==> config.mk <==
export PLATFORM = sky130hd
export DESIGN_NAME = apb_master
export DESIGN_NICKNAME = d
export VERILOG_FILES = /design/src/rtl/apb_master.sv
export SDC_FILE = /design/constraint.sdc
export NUM_CORES = 1
export LEC_CHECK = 0
export ABC_AREA = 1
export BUFFER_PORTS_ARGS = -buffer_cell sky130_fd_sc_hd__clkbuf_2
export CAP_MARGIN = 20
export CELL_PAD_IN_SITES_DETAIL_PLACEMENT = 0
export CELL_PAD_IN_SITES_GLOBAL_PLACEMENT = 2
export CORE_ASPECT_RATIO = 0.8
export CORE_MARGIN = 2
export CORE_UTILIZATION = 27
export CTS_CLUSTER_SIZE = 14
export DETAILED_ROUTE_END_ITERATION = 6
export PLACE_DENSITY = 0.86
export SETUP_SLACK_MARGIN = 0.15
export SLEW_MARGIN = 20
export SYNTH_ARGS = -nofsm -noshare
export SYNTH_HDL_FRONTEND = slang
export SYNTH_SLANG_ARGS = --single-unit
==> constraint.sdc <==
create_clock -name pclk -period 2.7 [get_ports pclk]
set_clock_uncertainty 0.2 [all_clocks]
set_input_delay 0.135 -clock pclk [delete_from_list [all_inputs] [get_ports pclk]]
set_output_delay 0.135 -clock pclk [all_outputs]
set_load 0.05 [all_outputs]
==> src/rtl/apb_master.sv <==
// rtl/apb_master.sv - APB master bridging a valid/ready command port to one APB transfer at a time
// Optional ACCESS wait timeout enabled by defining APB_MASTER_TIMEOUT_EN.
module apb_master #(
  parameter int DW             = 32,
  parameter int AW             = 5,
  parameter int TIMEOUT_CYCLES = 16
) (
  input  logic          pclk,
  input  logic          presetn,
  input  logic          cmd_valid,
  output logic          cmd_ready,
  input  logic          cmd_write,
  input  logic [AW-1:0] cmd_addr,
  input  logic [DW-1:0] cmd_wdata,
  output logic          rsp_valid,
  output logic [DW-1:0] rsp_rdata,
  output logic          rsp_err,
  output logic          busy,
  output logic [AW-1:0] paddr,
  output logic          psel,
  output logic          penable,
  output logic          pwrite,
  output logic [DW-1:0] pwdata,
  input  logic          pready,
  input  logic [DW-1:0] prdata,
  input  logic          pslverr
);

  typedef enum logic [1:0] {IDLE, SETUP, ACCESS} state_e;

  if (TIMEOUT_CYCLES < 1) begin : g_bad_timeout
    $error("TIMEOUT_CYCLES must be at least 1");
  end

  state_e          state_q, state_d;
  logic            psel_q, psel_d;
  logic            penable_q, penable_d;
  logic            pwrite_q, pwrite_d;
  logic [AW-1:0]   paddr_q, paddr_d;
  logic [DW-1:0]   pwdata_q, pwdata_d;
  logic            rsp_valid_q, rsp_valid_d;
  logic [DW-1:0]   rsp_rdata_q, rsp_rdata_d;
  logic            rsp_err_q, rsp_err_d;
  logic            busy_q, busy_d;
  logic            cmd_ready_q, cmd_ready_d;
  logic            done;

`ifdef APB_MASTER_TIMEOUT_EN
  localparam int CW = $clog2(TIMEOUT_CYCLES + 1);
  logic [CW-1:0]   cnt_q, cnt_d;
`endif

  always_comb begin
    state_d     = state_q;
    psel_d      = psel_q;
    penable_d   = penable_q;
    pwrite_d    = pwrite_q;
    paddr_d     = paddr_q;
    pwdata_d    = pwdata_q;
    rsp_valid_d = 1'b0;
    rsp_rdata_d = rsp_rdata_q;
    rsp_err_d   = rsp_err_q;
    busy_d      = busy_q;
    cmd_ready_d = cmd_ready_q;
    done        = 1'b0;
`ifdef APB_MASTER_TIMEOUT_EN
    cnt_d       = cnt_q;
`endif
    case (state_q)
      IDLE: begin
        if (cmd_valid && cmd_ready_q) begin
          state_d     = SETUP;
          psel_d      = 1'b1;
          penable_d   = 1'b0;
          pwrite_d    = cmd_write;
          paddr_d     = cmd_addr;
          pwdata_d    = cmd_wdata;
          busy_d      = 1'b1;
          cmd_ready_d = 1'b0;
`ifdef APB_MASTER_TIMEOUT_EN
          cnt_d       = '0;
`endif
        end
      end
      SETUP: begin
        state_d   = ACCESS;
        penable_d = 1'b1;
      end
      ACCESS: begin
        // Slave response lines only matter on the cycle that pready completes the transfer.
        if (pready) begin
          done        = 1'b1;
          rsp_valid_d = 1'b1;
          rsp_err_d   = pslverr;
          rsp_rdata_d = pwrite_q ? '0 : prdata;
`ifdef APB_MASTER_TIMEOUT_EN
        end else if (cnt_q == CW'(TIMEOUT_CYCLES - 1)) begin
          done        = 1'b1;
          rsp_valid_d = 1'b1;
          rsp_err_d   = 1'b1;
          rsp_rdata_d = '0;
        end else begin
          cnt_d       = cnt_q + 1'b1;
`endif
        end
      end
      default: begin
        done = 1'b1;
      end
    endcase
    if (done) begin
      state_d     = IDLE;
      psel_d      = 1'b0;
      penable_d   = 1'b0;
      busy_d      = 1'b0;
      cmd_ready_d = 1'b1;
    end
  end

  always_ff @(posedge pclk or negedge presetn) begin
    if (!presetn) begin
      state_q     <= IDLE;
      psel_q      <= 1'b0;
      penable_q   <= 1'b0;
      pwrite_q    <= 1'b0;
      paddr_q     <= '0;
      pwdata_q    <= '0;
      rsp_valid_q <= 1'b0;
      rsp_rdata_q <= '0;
      rsp_err_q   <= 1'b0;
      busy_q      <= 1'b0;
      cmd_ready_q <= 1'b1;
`ifdef APB_MASTER_TIMEOUT_EN
      cnt_q       <= '0;
`endif
    end else begin
      state_q     <= state_d;
      psel_q      <= psel_d;
      penable_q   <= penable_d;
      pwrite_q    <= pwrite_d;
      paddr_q     <= paddr_d;
      pwdata_q    <= pwdata_d;
      rsp_valid_q <= rsp_valid_d;
      rsp_rdata_q <= rsp_rdata_d;
      rsp_err_q   <= rsp_err_d;
      busy_q      <= busy_d;
      cmd_ready_q <= cmd_ready_d;
`ifdef APB_MASTER_TIMEOUT_EN
      cnt_q       <= cnt_d;
`endif
    end
  end

  assign cmd_ready = cmd_ready_q;
  assign busy      = busy_q;
  assign psel      = psel_q;
  assign penable   = penable_q;
  assign pwrite    = pwrite_q;
  assign paddr     = paddr_q;
  assign pwdata    = pwdata_q;
  assign rsp_valid = rsp_valid_q;
  assign rsp_rdata = rsp_rdata_q;
  assign rsp_err   = rsp_err_q;

endmodule

Yosys cells after proc, flatten, opt, wreduce, memory -nomap -nowiden
Index checks and enable logic that the tools add are counted.
{"block": "word_totals", "register_bits": 77, "output_inout_bits": 76, "wordCells": 38}
{"block": "op_classes", "eq_ne": 3, "muxes": 15, "n_reduce_logical": 10}
{"op": "$mux W32", "count": 1}
{"op": "$mux W1", "count": 9}
{"op": "$reduce_and A2 Y1", "count": 4}
{"op": "$mux W2", "count": 2}
{"op": "$pmux W1 S2", "count": 2}
{"op": "$pmux W2 S2", "count": 1}
{"op": "$reduce_bool A2 Y1", "count": 2}
{"op": "$ne A3 B3 Y1 const B", "count": 1}
{"op": "$reduce_bool A3 Y1", "count": 1}
{"op": "$eq A2 B1 Y1 const B", "count": 1}
{"op": "$eq A2 B2 Y1 const B", "count": 1}
{"op": "$logic_not A2 Y1", "count": 1}
{"op": "$reduce_or A2 Y1", "count": 1}
{"op": "$logic_and A1 B1 Y1", "count": 1}

Logic depth before layout (Yosys ltp)
Gate-level depths: netlist of run 1.
{"block": "depth", "depth_word": 5, "depth_mapped": 7}

Least setup slack after synthesis of run 1
No wires, ideal clock.
{"block": "synth_path", "kind": "register -> register", "start": "reg state_q[1]", "end": "reg rsp_rdata_q[24] (netlist: rsp_rdata[24])", "setup_time_ns": 0.127, "arrival_ns": 1.244, "required_ns": 2.373, "setup_slack_ns": 1.129, "path_stages_with_launch": 6, "n_path_buf": 2, "period_less_slack_ns": 1.571, "path_cell_list": "dfrtp_1 > nand3_2 > buf_6 > buf_6 > nand2_1 > o21ai_0"}
{"block": "synth_between", "elab_chain_cells": 2}
{"item": "start: declaration", "line_no": "35", "rtl": "state_e state_q, state_d;"}
{"item": "start signal: assignment", "line_no": "137", "rtl": "state_q <= state_d;"}
{"item": "$eq A2 B2 Y1", "line_no": "69", "rtl": "case (state_q)"}
{"item": "$reduce_and A2 Y1 (no line)"}
{"item": "end signal: assignment", "line_no": "144", "rtl": "rsp_rdata_q <= rsp_rdata_d;"}
{"item": "end: declaration", "line_no": "42", "rtl": "logic [DW-1:0] rsp_rdata_q, rsp_rdata_d;"}
Every way passes these cells.
A chain may end at the register's enable or synchronous reset.

Final worst setup path of run 1
{"block": "layout_path", "start": "reg cmd_ready_q (netlist: cmd_ready)", "end": "reg pwdata_q[16] (netlist: pwdata[16])"}
{"block": "layout_between", "elab_chain_cells": 2}
{"item": "start: declaration", "line_no": "45", "rtl": "logic cmd_ready_q, cmd_ready_d;"}
{"item": "start signal: assignment", "line_no": "147", "rtl": "cmd_ready_q <= cmd_ready_d;"}
{"item": "$logic_and A1 B1 Y1", "line_no": "71", "rtl": "if (cmd_valid && cmd_ready_q) begin"}
{"item": "$reduce_and A2 Y1 (no line)"}
{"item": "end signal: assignment", "line_no": "142", "rtl": "pwdata_q <= pwdata_d;"}
{"item": "end: declaration", "line_no": "40", "rtl": "logic [DW-1:0] pwdata_q, pwdata_d;"}
Every way passes these cells.

==> results of run 1 <==
-- final cells by class --
cell class / instances / area, um^2
clock inverters: 3 / 67.56
repair buffers: 230 / 1559
well taps: 144 / 180.2
multi-input cells: 225 / 943.4
fillers: 1057 / 5941
clock buffers: 13 / 270.3
inverters: 7 / 26.28
flip-flops and latches: 76 / 1903
-- flip-flops by register name, summed over array words and instances (netlist names) --
| register | cells |
|---|---|
| paddr | 5 |
| state_q | 2 |
| rsp_err | 1 |
| rsp_valid | 1 |
| pwrite | 1 |
| rsp_rdata | 32 |
| pwdata | 32 |
| cmd_ready | 1 |
| busy | 1 |
-- kinds of logic after synthesis --
logic type,synth area share
compound gates,0.06852
flops,0.6316
buf+inv,0.05523
simple gates,0.2446
-- cells in the final DEF, fill, tap and decap left out, drive strengths merged --
cell,synthesis,layout
a21oi,1,1
buf,17,7
bufinv,0,2
clkbuf,2,162
clkinvlp,0,1
dfrtp,75,75
dfstp,1,1
dlygate4sd3,0,74
inv,7,7
nand2,186,186
nand3,1,1
nor2,5,5
o21ai,32,32
-- metrics by stage --
step | hold WS (ns) | worst slack (ns) | power (mW) | area (um^2)
final | 0.06797 | 0.9517 | 6.979 | 4950
after global routing | 0.1054 | 0.7953 | 7.416 | 4950
after detailed placement | 0.1320 | 0.9061 | 5.613 | 3844
after global placement | 0.1287 | 0.9673 | 5.579 | 3844
after CTS | 0.2753 | 0.8999 | 7.068 | 4922
after floorplan | -0.3606 | 1.129 | 4.793 | 3013
-- per-layer routing --
| layer | vias up | wire, um | GRT usage |
|---|---|---|---|
| met4 | 0 | 131 | 0.04863 |
| met5 | - | 0 | 0 |
| met3 | 12 | 730 | 0.05556 |
| met2 | 111 | 3488 | 0.2269 |
| li1 | 1445 | - | - |
| met1 | 1260 | 3800 | 0.1779 |
-- worst max-delay path, stage by stage (launching register included) --
cell	delay [ns]
dfstp_2	0.53
nand2_1	0.09
nor2_4	0.38
buf_4	0.33
nand2_1	0.09
nand2_1	0.06
-- power breakdown --
group,internal [mW],total [mW],switching [mW],leakage [nW]
Sequential,1.69,2.00,0.311,0.959
Clock,0.885,1.32,0.438,0.162
Combinational,0.812,3.65,2.84,1.59
-- how the worst max path moves through the flow --
stage | cells after the start | slack (ns) | startpoint | end
after floorplan | 5 | 1.13 | state_q[1]$_DFFE_PN0P_ | rsp_rdata[24]$_DFFE_PN0P_
after global placement | 5 | 0.97 | cmd_ready$_DFFE_PN1P_ | pwdata[28]$_DFFE_PN0P_
after detailed placement | 5 | 0.91 | cmd_ready$_DFFE_PN1P_ | pwdata[16]$_DFFE_PN0P_
after CTS | 5 | 0.90 | cmd_ready$_DFFE_PN1P_ | pwdata[9]$_DFFE_PN0P_
after global routing | 5 | 0.80 | cmd_ready$_DFFE_PN1P_ | pwdata[17]$_DFFE_PN0P_
final | 5 | 0.95 | cmd_ready$_DFFE_PN1P_ | pwdata[16]$_DFFE_PN0P_
==> summary.txt, run 1 <==
Worst setup path
  • FF-to-FF path depth: 5
  • Reg2Reg Capture Point: pwdata[16]$_DFFE_PN0P_
  • Reg2reg start: cmd_ready$_DFFE_PN1P_
  • Worst R2R Setup Slack: 0.95 ns
  • Critical path class: flop to flop
  • CP Data Arrival Time: 1.82 ns
  • Setup crit start kind: flop
  • Req. time, crit path: 2.77 ns
  • Peak fanout along the critical path: 21
  • Worst setup EP type: flop

Synthesis
  • Flip-flop and latch count after synthesis: 76
  • Seq/Total Area, Yosys: 0.6316
  • Synth cell types: 18
  • Top post-synthesis cells by area: dfrtp_1 (62%), nand2_1 (23%), o21ai_2 (3.2%), o21ai_0 (2.8%), buf_6 (2.6%)
  • Avg Cell Area, Syn: 9.214 um^2
  • Post-Syn Instances: around 330
  • Most frequent cell after synthesis: nand2_1
  • Warnings from Yosys: 0
  • Post-synth top cells: nand2_1 (185), dfrtp_1 (75), o21ai_0 (17)
  • Synth Cell Area: 0.003013 mm^2
  • Post-Synthesis Net Count: 402
  • EDFF count, synth: 0
  • Fraction of registers with async set/reset: 1.000
  • Share of the synthesized area in the top cell type: 0.6229
  • Leading area contributor after synthesis: dfrtp_1
  • Synth Flop Type: dfrtp_1

Clock network
  • Clock Latency Late Sink: 0.33 ns
  • TritonCTS Buffers: 9
  • Clk root buf: clkbuf_16
  • CTS H-tree lvls: 3
  • PostCTS Resize Cnt: 0
  • Post-CTS Hold Buffers: 74
  • CTS clk-pin slew, worst paths: about 0.06 ns
  • CTS tree: yes
  • Clk sinks: between 70 and 80
  • Clock Tree Buf Depth: 2
  • Post-CTS Setup Bufs: 0

GRT
  • Largest net degree at the start of global routing: between 70 and 80
  • Aggregate global-route resource usage: 0.1427
  • Initial antenna violation count: 0
  • Vias in the first global route: 2,898
  • First-pass GRT wire length: 13.61 mm
  • Total congestion overflow: 0

Route
  • Drt first pass iters: 4
  • Post-route DRC violation count: 0
  • Routed len/inst: 11.68 um
  • Avg Vias per Cell: 4.052
  • Total Wirelength: 8.150 mm
  • Via count: 2,828
  • ANT nets after route: 0
  • Initial DRC Count: 117

STA
  • Final Setup Violations: 0
  • Max frequency: 572.0 MHz
  • Max-slew violations: 0
  • TNS Setup: 0 ns
  • Worst rel slew slack: 0.7137
  • Slew @ Worst Pin: between 0.4 and 0.5 ns
  • RSZ-0062 raised after global routing: no
  • Fin crit share: 0.6475
  • Final-report hold violation count: 0
  • Final min period: 1.748 ns

Floorplanning
  • Initial Util: 0.2767
  • Die Width: 122.1 um
  • Row count: 34
  • Die footprint: 0.01203 mm^2
  • Core area: 0.01089 mm^2
  • Number of I/O pins: between 150 and 200
  • Die Y: 98.49 um

Place
  • Dpl hpwl: 5.193 mm
  • GPL Wtd Cong: 0.7032
  • IO buf count: 150
  • Cell count after placement: 607

Final layout
  • Diodes inserted: 0
  • Layout Nets: 624
  • Layout cells sized above 1: 0.3394
  • Final core utilization: 0.4545
  • Post-Layout Cell Count: 698
  • Area growth from synthesis to layout: 64.29%

Pwr
  • Leakage: around 2.7 nW
  • Power Dens Cells: 1410 mW/mm^2
  • VDD IR max: approximately 750 uV

Worst hold path
  • Hold crit path type: input port to async pin

Status
  • Outcome: completed

Run
  • Max_cap viols: 0
Note: power is estimated with default switching activity, not from simulation.
==> run 2, diff against run 1 <==
--- a/config.mk
+++ b/config.mk
@@ -5,17 +5,17 @@
 export SDC_FILE = /design/constraint.sdc
 export NUM_CORES = 1
 export LEC_CHECK = 0
-export ABC_AREA = 1
+export ABC_AREA = 0
 export BUFFER_PORTS_ARGS = -buffer_cell sky130_fd_sc_hd__clkbuf_2
 export CAP_MARGIN = 20
 export CELL_PAD_IN_SITES_DETAIL_PLACEMENT = 0
 export CELL_PAD_IN_SITES_GLOBAL_PLACEMENT = 2
 export CORE_ASPECT_RATIO = 0.8
 export CORE_MARGIN = 2
-export CORE_UTILIZATION = 27
+export CORE_UTILIZATION = 26
 export CTS_CLUSTER_SIZE = 14
 export DETAILED_ROUTE_END_ITERATION = 6
-export PLACE_DENSITY = 0.86
+export PLACE_DENSITY = 0.78
 export SETUP_SLACK_MARGIN = 0.15
 export SLEW_MARGIN = 20
 export SYNTH_ARGS = -nofsm -noshare
==> constraint.sdc (replaced) <==
create_clock -name pclk -period 1.5 [get_ports pclk]
set_clock_uncertainty 0.2 [all_clocks]
set_input_delay 0.075 -clock pclk [delete_from_list [all_inputs] [get_ports pclk]]
set_output_delay 0.075 -clock pclk [all_outputs]
set_load 0.05 [all_outputs]
==> run 2 against run 1 <==
Effect of this change:
- the run now ends with setup timing left
- clock power up 90%
- die area increased by 9.0%
- global-route usage shrank 0.34 points
- combinational power fell by 91%
- largest cell class is now buffers
- highest routed layer unchanged
==> summary.txt, run 2 <==
Synthesis
  • Fraction of registers with async set/reset: 1.000 (unchanged)
  • Share of the synthesized area in the top cell type: 0.5915 (was 0.6229)
  • EDFF count, synth: 0 (unchanged)
  • Synth cell types: 18 (unchanged)
  • Post-Syn Instances: 238 (was 327)
  • Most frequent cell after synthesis: dfrtp_1 (was nand2_1)
  • Synth Flop Type: dfrtp_1 (unchanged)
  • Leading area contributor after synthesis: dfrtp_1 (unchanged)
  • Avg Cell Area, Syn: 13.33 um^2 (was 9.214 um^2)
  • Post-Synthesis Net Count: 313 (was 402)
  • Post-synth top cells: dfrtp_1 (75), mux2_4 (38), nand2b_1 (33), o21ai_0 (33), nand2_1 (32) (was nand2_1 (185), dfrtp_1 (75), o21ai_0 (17))
  • Seq/Total Area, Yosys: 0.5998 (was 0.6316)
  • Top post-synthesis cells by area: dfrtp_1 (59%), mux2_4 (18%), nand2b_1 (6.5%), o21ai_0 (5.2%), nand2_1 (3.8%) (was dfrtp_1 (62%), nand2_1 (23%), o21ai_2 (3.2%), o21ai_0 (2.8%), buf_6 (2.6%))
  • Warnings from Yosys: 0 (unchanged)
  • Flip-flop and latch count after synthesis: 76 (unchanged)
  • Synth Cell Area: 0.003173 mm^2 (was 0.003013 mm^2)

Floorplanning
  • Die footprint: 0.01311 mm^2 (was 0.01203 mm^2)
  • Row count: 36 (was 34)
  • Initial Util: 0.2638 (was 0.2767)
  • Die Y: 102.8 um (was 98.49 um)
  • Number of I/O pins: 151 (unchanged)
  • Core area: 0.01203 mm^2 (was 0.01089 mm^2)
  • Die Width: 127.5 um (was 122.1 um)

Place
  • Dpl hpwl: 5.545 mm (was 5.193 mm)
  • Placed Area: 0.004192 mm^2 (was 0.003844 mm^2)
  • IO buf count: 150 (unchanged)
  • GPL Wtd Cong: 0.6971 (was 0.7032)
  • Cell count after placement: 543 (was 607)

GRT
  • Vias in the first global route: 2,859 (was 2,898)
  • First-pass GRT wire length: 14.17 mm (was 13.61 mm)
  • Initial antenna violation count: 0 (unchanged)
  • Largest net degree at the start of global routing: 36 (was 77)
  • Total congestion overflow: 0 (unchanged)
  • Aggregate global-route resource usage: 0.1393 (was 0.1427)

Worst setup path
  • Worst R2R Setup Slack: -0.19 ns (was 0.95 ns)
  • Critical path class: flop to flop (unchanged)
  • CP Data Arrival Time: 1.70 ns (was 1.82 ns)
  • Worst setup EP type: flop (unchanged)
  • Setup crit start kind: flop (unchanged)
  • Reg2Reg Capture Point: pwdata[15]$_DFFE_PN0P_ (was pwdata[16]$_DFFE_PN0P_)
  • CP Launch Point: cmd_ready$_DFFE_PN1P_ (unchanged)
  • FF-to-FF path depth: 3 (was 5)
  • Worst setup path endpoint: pwdata[15]$_DFFE_PN0P_ (was pwdata[16]$_DFFE_PN0P_)
  • Reg2reg start: cmd_ready$_DFFE_PN1P_ (unchanged)
  • Peak fanout along the critical path: 27 (was 21)
  • Req. time, crit path: 1.51 ns (was 2.77 ns)

STA
  • Hold_ws: 0.06197 ns (was 0.06797 ns)
  • Slew @ Worst Pin: 0.4829 ns (was 0.4284 ns)
  • Worst rel slew slack: 0.6781 (was 0.7137)
  • Fin crit share: 1.128 (was 0.6475)
  • Final setup margin: -0.1921 ns (was 0.9517 ns)
  • RSZ-0062 raised after global routing: yes (was no)
  • Final-report hold violation count: 0 (unchanged)
  • Max-slew violations: 0 (unchanged)
  • Final Setup Violations: 71 (was 0)
  • Final min period: 1.692 ns (was 1.748 ns)
  • Max frequency: 591.0 MHz (was 572.0 MHz)

Clock network
  • Clock Latency Late Sink: 0.33 ns (about the same)
  • TritonCTS Buffers: 9 (unchanged)
  • Clock Tree Buf Depth: 2 (unchanged)
  • Clk root buf: clkbuf_16 (unchanged)
  • CTS H-tree lvls: 3 (unchanged)
  • CTS clk-pin slew, worst paths: 0.06 ns (about the same)
  • CTS tree: yes (unchanged)
  • Clk sinks: 76 (unchanged)

Run
  • Max_cap viols: 0 (unchanged)

Final layout
  • Fill cell count: 1,076 (was 1,057)
  • Most frequent cells in the layout: clkbuf_2 (142), dlygate4sd3_1 (74), dfrtp_1 (73) (was nand2_1 (185), clkbuf_2 (149), dfrtp_1 (75))
  • Area growth from synthesis to layout: 85.06% (was 64.29%)
  • Diodes inserted: 0 (unchanged)
  • Layout cells sized above 1: 0.5960 (was 0.3394)
  • Layout Nets: 570 (was 624)
  • Commonest non-fill, non-tap cell in the layout: clkbuf_2 (was nand2_1)
  • Post-route design area: 0.005872 mm^2 (was 0.004950 mm^2)
  • Post-Layout Cell Count: 652 (was 698)

Route
  • Routed len/inst: 13.98 um (was 11.68 um)
  • ANT nets after route: 0 (unchanged)
  • Initial DRC Count: 53 (was 117)
  • Total Wirelength: 9.115 mm (was 8.150 mm)
  • Post-route DRC violation count: 0 (unchanged)
  • Avg Vias per Cell: 4.181 (was 4.052)
  • Drt first pass iters: 4 (unchanged)
  • Via count: 2,726 (was 2,828)

Pwr
  • Leakage: 3.030 nW (was 2.712 nW)
  • Power Dens Cells: 835.3 mW/mm^2 (was 1410 mW/mm^2)
  • VDD IR max: 452.6 uV (was 754.4 uV)

Status
  • Outcome: finished, violations left (was completed)
  • Failing checks: setup timing

Worst hold path
  • Hold crit path type: input port to async pin (unchanged)
run 2: area by class of cell:
cell class                 count  area [um^2]  area share
inverter                       2        7.507    0.001279
sequential                    76         1906      0.3245
tap                          152        190.2     0.03239
multi-input combinational    145         1328      0.2261
clock inverter                 6        111.4     0.01896
timing repair buffer         261         2091      0.3561
clock buffer                  10        239.0     0.04070
run 2: where the power goes:
group / internal [mW] / switching [mW] / total [mW]
clock network: 1.67 / 0.842 / 2.51
logic: 0.218 / 0.124 / 0.342
registers: 2.05 / 0 / 2.05
run 2: worst min path at each step:
stage,to,slack (ns),cells after the start
after floorplan,busy$_DFFE_PN0P_,-0.42,0
after global placement,paddr[1]$_DFFE_PN0P_,-0.13,1
after detailed placement,paddr[1]$_DFFE_PN0P_,-0.12,1
after CTS,paddr[1]$_DFFE_PN0P_,0.06,2
after global routing,paddr[1]$_DFFE_PN0P_,0.08,2
final,pwdata[15]$_DFFE_PN0P_,0.06,2
run 2: critical path, stage by stage, from the launching register on:
cell and delay, ns:
dfstp_2 0.53, and4bb_4 0.27, buf_12 0.23, mux2_4 0.32
run 2: metal layers:
metal	routed length (um)	track usage	vias to the layer above
met4	141	0.04903	0
met1	3853	0.1695	1315
met5	0	0	-
li1	-	-	1307
met2	4667	0.2394	92
met3	453	0.03996	12
run 2: what timing repair did:
item,in CTS,in global routing
resized for setup,63,33
hold endpoints to repair,150,0
gates cloned,6,0
setup endpoints to repair,78,76
setup buffers,11,2
pin swaps,33,2
hold buffers,74,0
run 2: logic make-up (layout without fill, tap and decap cells):
logic type,after synthesis,in the layout,synth area share
AOI/OAI and AO/OA,35,35,0.05521
buffers and inverters,17,279,0.04377
DFF,76,76,0.5998
muxes,40,40,0.1869
and+or+nand+nor,70,70,0.1144
run 2: per-stage QoR:
stage	setup WS [ns]	utilization	setup TNS [ns]	power, mW
after floorplan	-0.3253	-	-12.42	2.114
after global placement	-0.1491	0.3485	-4.914	2.272
after detailed placement	-0.1891	0.3485	-6.199	2.275
after CTS	-0.1860	0.4777	-8.061	4.973
after global routing	-0.2214	0.4882	-11.89	5.085
final	-0.1921	0.4882	-8.447	4.905
==> run 3, diff against run 2 <==
==> constraint.sdc (replaced) <==
create_clock -name pclk -period 1.5 [get_ports pclk]
set_clock_uncertainty 0.2 [all_clocks]
set_input_delay 0.15 -clock pclk [delete_from_list [all_inputs] [get_ports pclk]]
set_output_delay 0.15 -clock pclk [all_outputs]
set_load 0.05 [all_outputs]
==> run 3 against run 2 <==
Effect of this change:
- the flow still finishes with violations (setup timing)
- power shrank 2.9%
- fmax grew 0.71%
- setup slack gained 0.012 ns
- utilization grew 1.1 points
- first-iteration DRC count grew 1.9%
- routed wire length shrank 1.6%
- combinational power shrank 2%
- non-clock buffer count shrank 1
- critical endpoint is now paddr[4]$_DFFE_PN0P_
- largest power group unchanged
==> summary.txt, run 3 (synthesis gave the netlist of run 2 again) <==
Status
  • Outcome: finished, violations left (unchanged)
  • Failing checks: setup timing (unchanged)

Worst setup path
  • Critical path class: flop to flop (unchanged)
  • CP max stage delay: 0.53 ns (about the same)
  • Worst setup EP type: flop (unchanged)
  • CP Data Arrival Time: 1.69 ns (was 1.70 ns)
  • Worst Path Buf+Inv: 1 (unchanged)
  • CP delay by family, top: flip-flops (unchanged)
  • Setup crit start kind: flop (unchanged)
  • Worst path slowest cell: dfstp_2 (unchanged)
  • Critical-path cell list: and4bb_4 -> buf_12 -> mux2_4 (unchanged)
  • Req. time, crit path: 1.51 ns (about the same)
  • Peak fanout along the critical path: 14 (was 27)

Pwr
  • Power consumption: 4.764 mW (was 4.905 mW)
  • VDD IR max: 469.3 uV (was 452.6 uV)
  • Leakage: 3.071 nW (was 3.030 nW)
  • Power Dens Cells: 793.9 mW/mm^2 (was 835.3 mW/mm^2)

Final layout
  • Most frequent cells in the layout: clkbuf_2 (89), dlygate4sd3_1 (74), dfrtp_1 (72) (was clkbuf_2 (142), dlygate4sd3_1 (74), dfrtp_1 (73))
  • Layout Nets: 569 (was 570)
  • Commonest non-fill, non-tap cell in the layout: clkbuf_2 (unchanged)
  • Diodes inserted: 0 (unchanged)
  • Layout cells sized above 1: 0.5952 (was 0.5960)
  • Area growth from synthesis to layout: 89.12% (was 85.06%)

Clock network
  • CTS H-tree lvls: 3 (unchanged)
  • Clock Latency Late Sink: 0.32 ns (was 0.33 ns)
  • CTS tree: yes (unchanged)
  • CTS clk-pin slew, worst paths: 0.06 ns (about the same)
  • TritonCTS Buffers: 9 (unchanged)
  • Clock Tree Buf Depth: 2 (unchanged)
  • Clk sinks: 76 (unchanged)
  • Clk root buf: clkbuf_16 (unchanged)

Floorplanning
  • Row count: 36 (unchanged)
  • Die Y: 102.8 um (unchanged)
  • Die Width: 127.5 um (unchanged)
  • Die footprint: 0.01311 mm^2 (unchanged)
  • Core area: 0.01203 mm^2 (unchanged)
  • Initial Util: 0.2638 (unchanged)
  • Number of I/O pins: 151 (unchanged)

Route
  • Post-route DRC violation count: 0 (unchanged)
  • Routed len/inst: 13.77 um (was 13.98 um)
  • Drt first pass iters: 4 (unchanged)
  • Total Wirelength: 8.965 mm (was 9.115 mm)
  • ANT nets after route: 0 (unchanged)
  • Avg Vias per Cell: 4.155 (was 4.181)
  • Initial DRC Count: 54 (was 53)
  • Via count: 2,705 (was 2,726)

Run
  • Max_cap viols: 0 (unchanged)

GRT
  • Largest net degree at the start of global routing: 37 (was 36)
  • Vias in the first global route: 2,707 (was 2,859)
  • Total congestion overflow: 0 (unchanged)
  • Initial antenna violation count: 0 (unchanged)
  • First-pass GRT wire length: 13.51 mm (was 14.17 mm)
  • Aggregate global-route resource usage: 0.1329 (was 0.1393)

STA
  • Final setup margin: -0.1802 ns (was -0.1921 ns)
  • Hold_ws: 0.09291 ns (was 0.06197 ns)
  • TNS Setup: -6.809 ns (was -8.447 ns)
  • RSZ-0062 raised after global routing: yes (unchanged)
  • Final-report hold violation count: 0 (unchanged)
  • Max frequency: 595.2 MHz (was 591.0 MHz)
  • Final min period: 1.680 ns (was 1.692 ns)
  • Fin crit share: 1.120 (was 1.128)
  • Worst rel slew slack: 0.7630 (was 0.6781)
  • Slew @ Worst Pin: 0.3555 ns (was 0.4829 ns)
  • Final Setup Violations: 60 (was 71)
  • Max-slew violations: 0 (unchanged)

Place
  • GPL Wtd Cong: 0.6782 (was 0.6971)
  • IO buf count: 150 (unchanged)
  • Pre-CTS WS: -0.1763 ns (was -0.1891 ns)
  • Dpl hpwl: 5.453 mm (was 5.545 mm)

Worst hold path
  • Hold crit path type: input port to async pin (unchanged)
run 3: changes by cell type in the layout (fill, tap and decap cells not counted), sizes merged:
cell,delta
clkinvlp,-1
buf,+27
bufinv,-1
inv,-1
clkbuf,-26
clkinv,+1
run 3: timing repair:
action | CTS | global route
hold endpoints to repair | 149 | 1
pin swaps | 20 | 15
setup endpoints to repair | 79 | 128
hold buffers | 73 | 1
gates cloned | 7 | 1
resized for setup | 65 | 133
setup buffers | 6 | 6
run 3: final cells by class:
| cell class | instances | area [um^2] |
|---|---|---|
| fill | 1068 | 6026 |
| tap | 152 | 190.2 |
| inverter | 2 | 12.51 |
| clock buffer | 12 | 266.5 |
| sequential | 76 | 1907 |
| timing repair buffer | 260 | 2220 |
| clock inverter | 4 | 70.07 |
| multi-input combinational | 145 | 1335 |
run 3: worst paths after layout:
kind / startpoint / to / slack, ns / depth (start not counted)
max in group asynchronous: presetn / rsp_rdata[10]$_DFFE_PN0P_ / 0.48 / 3
setup / recovery: cmd_ready$_DFFE_PN1P_ / paddr[4]$_DFFE_PN0P_ / -0.18 / 3
min in group pclk: cmd_valid / state_q[0]$_DFFE_PN0P_ / 0.17 / 3
hold reg to reg: rsp_rdata[21]$_DFFE_PN0P_ / rsp_rdata[21]$_DFFE_PN0P_ / 0.28 / 2
hold / removal: presetn / pwdata[4]$_DFFE_PN0P_ / 0.09 / 2
setup reg to reg: cmd_ready$_DFFE_PN1P_ / paddr[4]$_DFFE_PN0P_ / -0.18 / 3
run 3: routing by layer:
metal | vias to the layer above | share of wire | GRT usage
met3 | 10 | 0.058 | 0.04826
met2 | 88 | 0.49 | 0.2127
met4 | 0 | 0.0083 | 0.04057
met1 | 1300 | 0.45 | 0.1702
met5 | - | 0 | 0
li1 | 1307 | - | -
run 3: where the power goes:
group | switching, mW | internal, mW
registers | 0 | 2.05
logic | 0.120 | 0.215
clock network | 0.791 | 1.59
total | 0.911 | 3.85
run 3: metrics by stage:
stage / util / area, um^2 / std cells
2_1_floorplan: - / 3213 / 238
3_3_place_gp: 0.3473 / 4177 / 541
3_5_place_dp: 0.3473 / 4177 / 541
4_1_cts: 0.4739 / 5699 / 643
5_1_grt: 0.4990 / 6001 / 651
6_report: 0.4990 / 6001 / 651
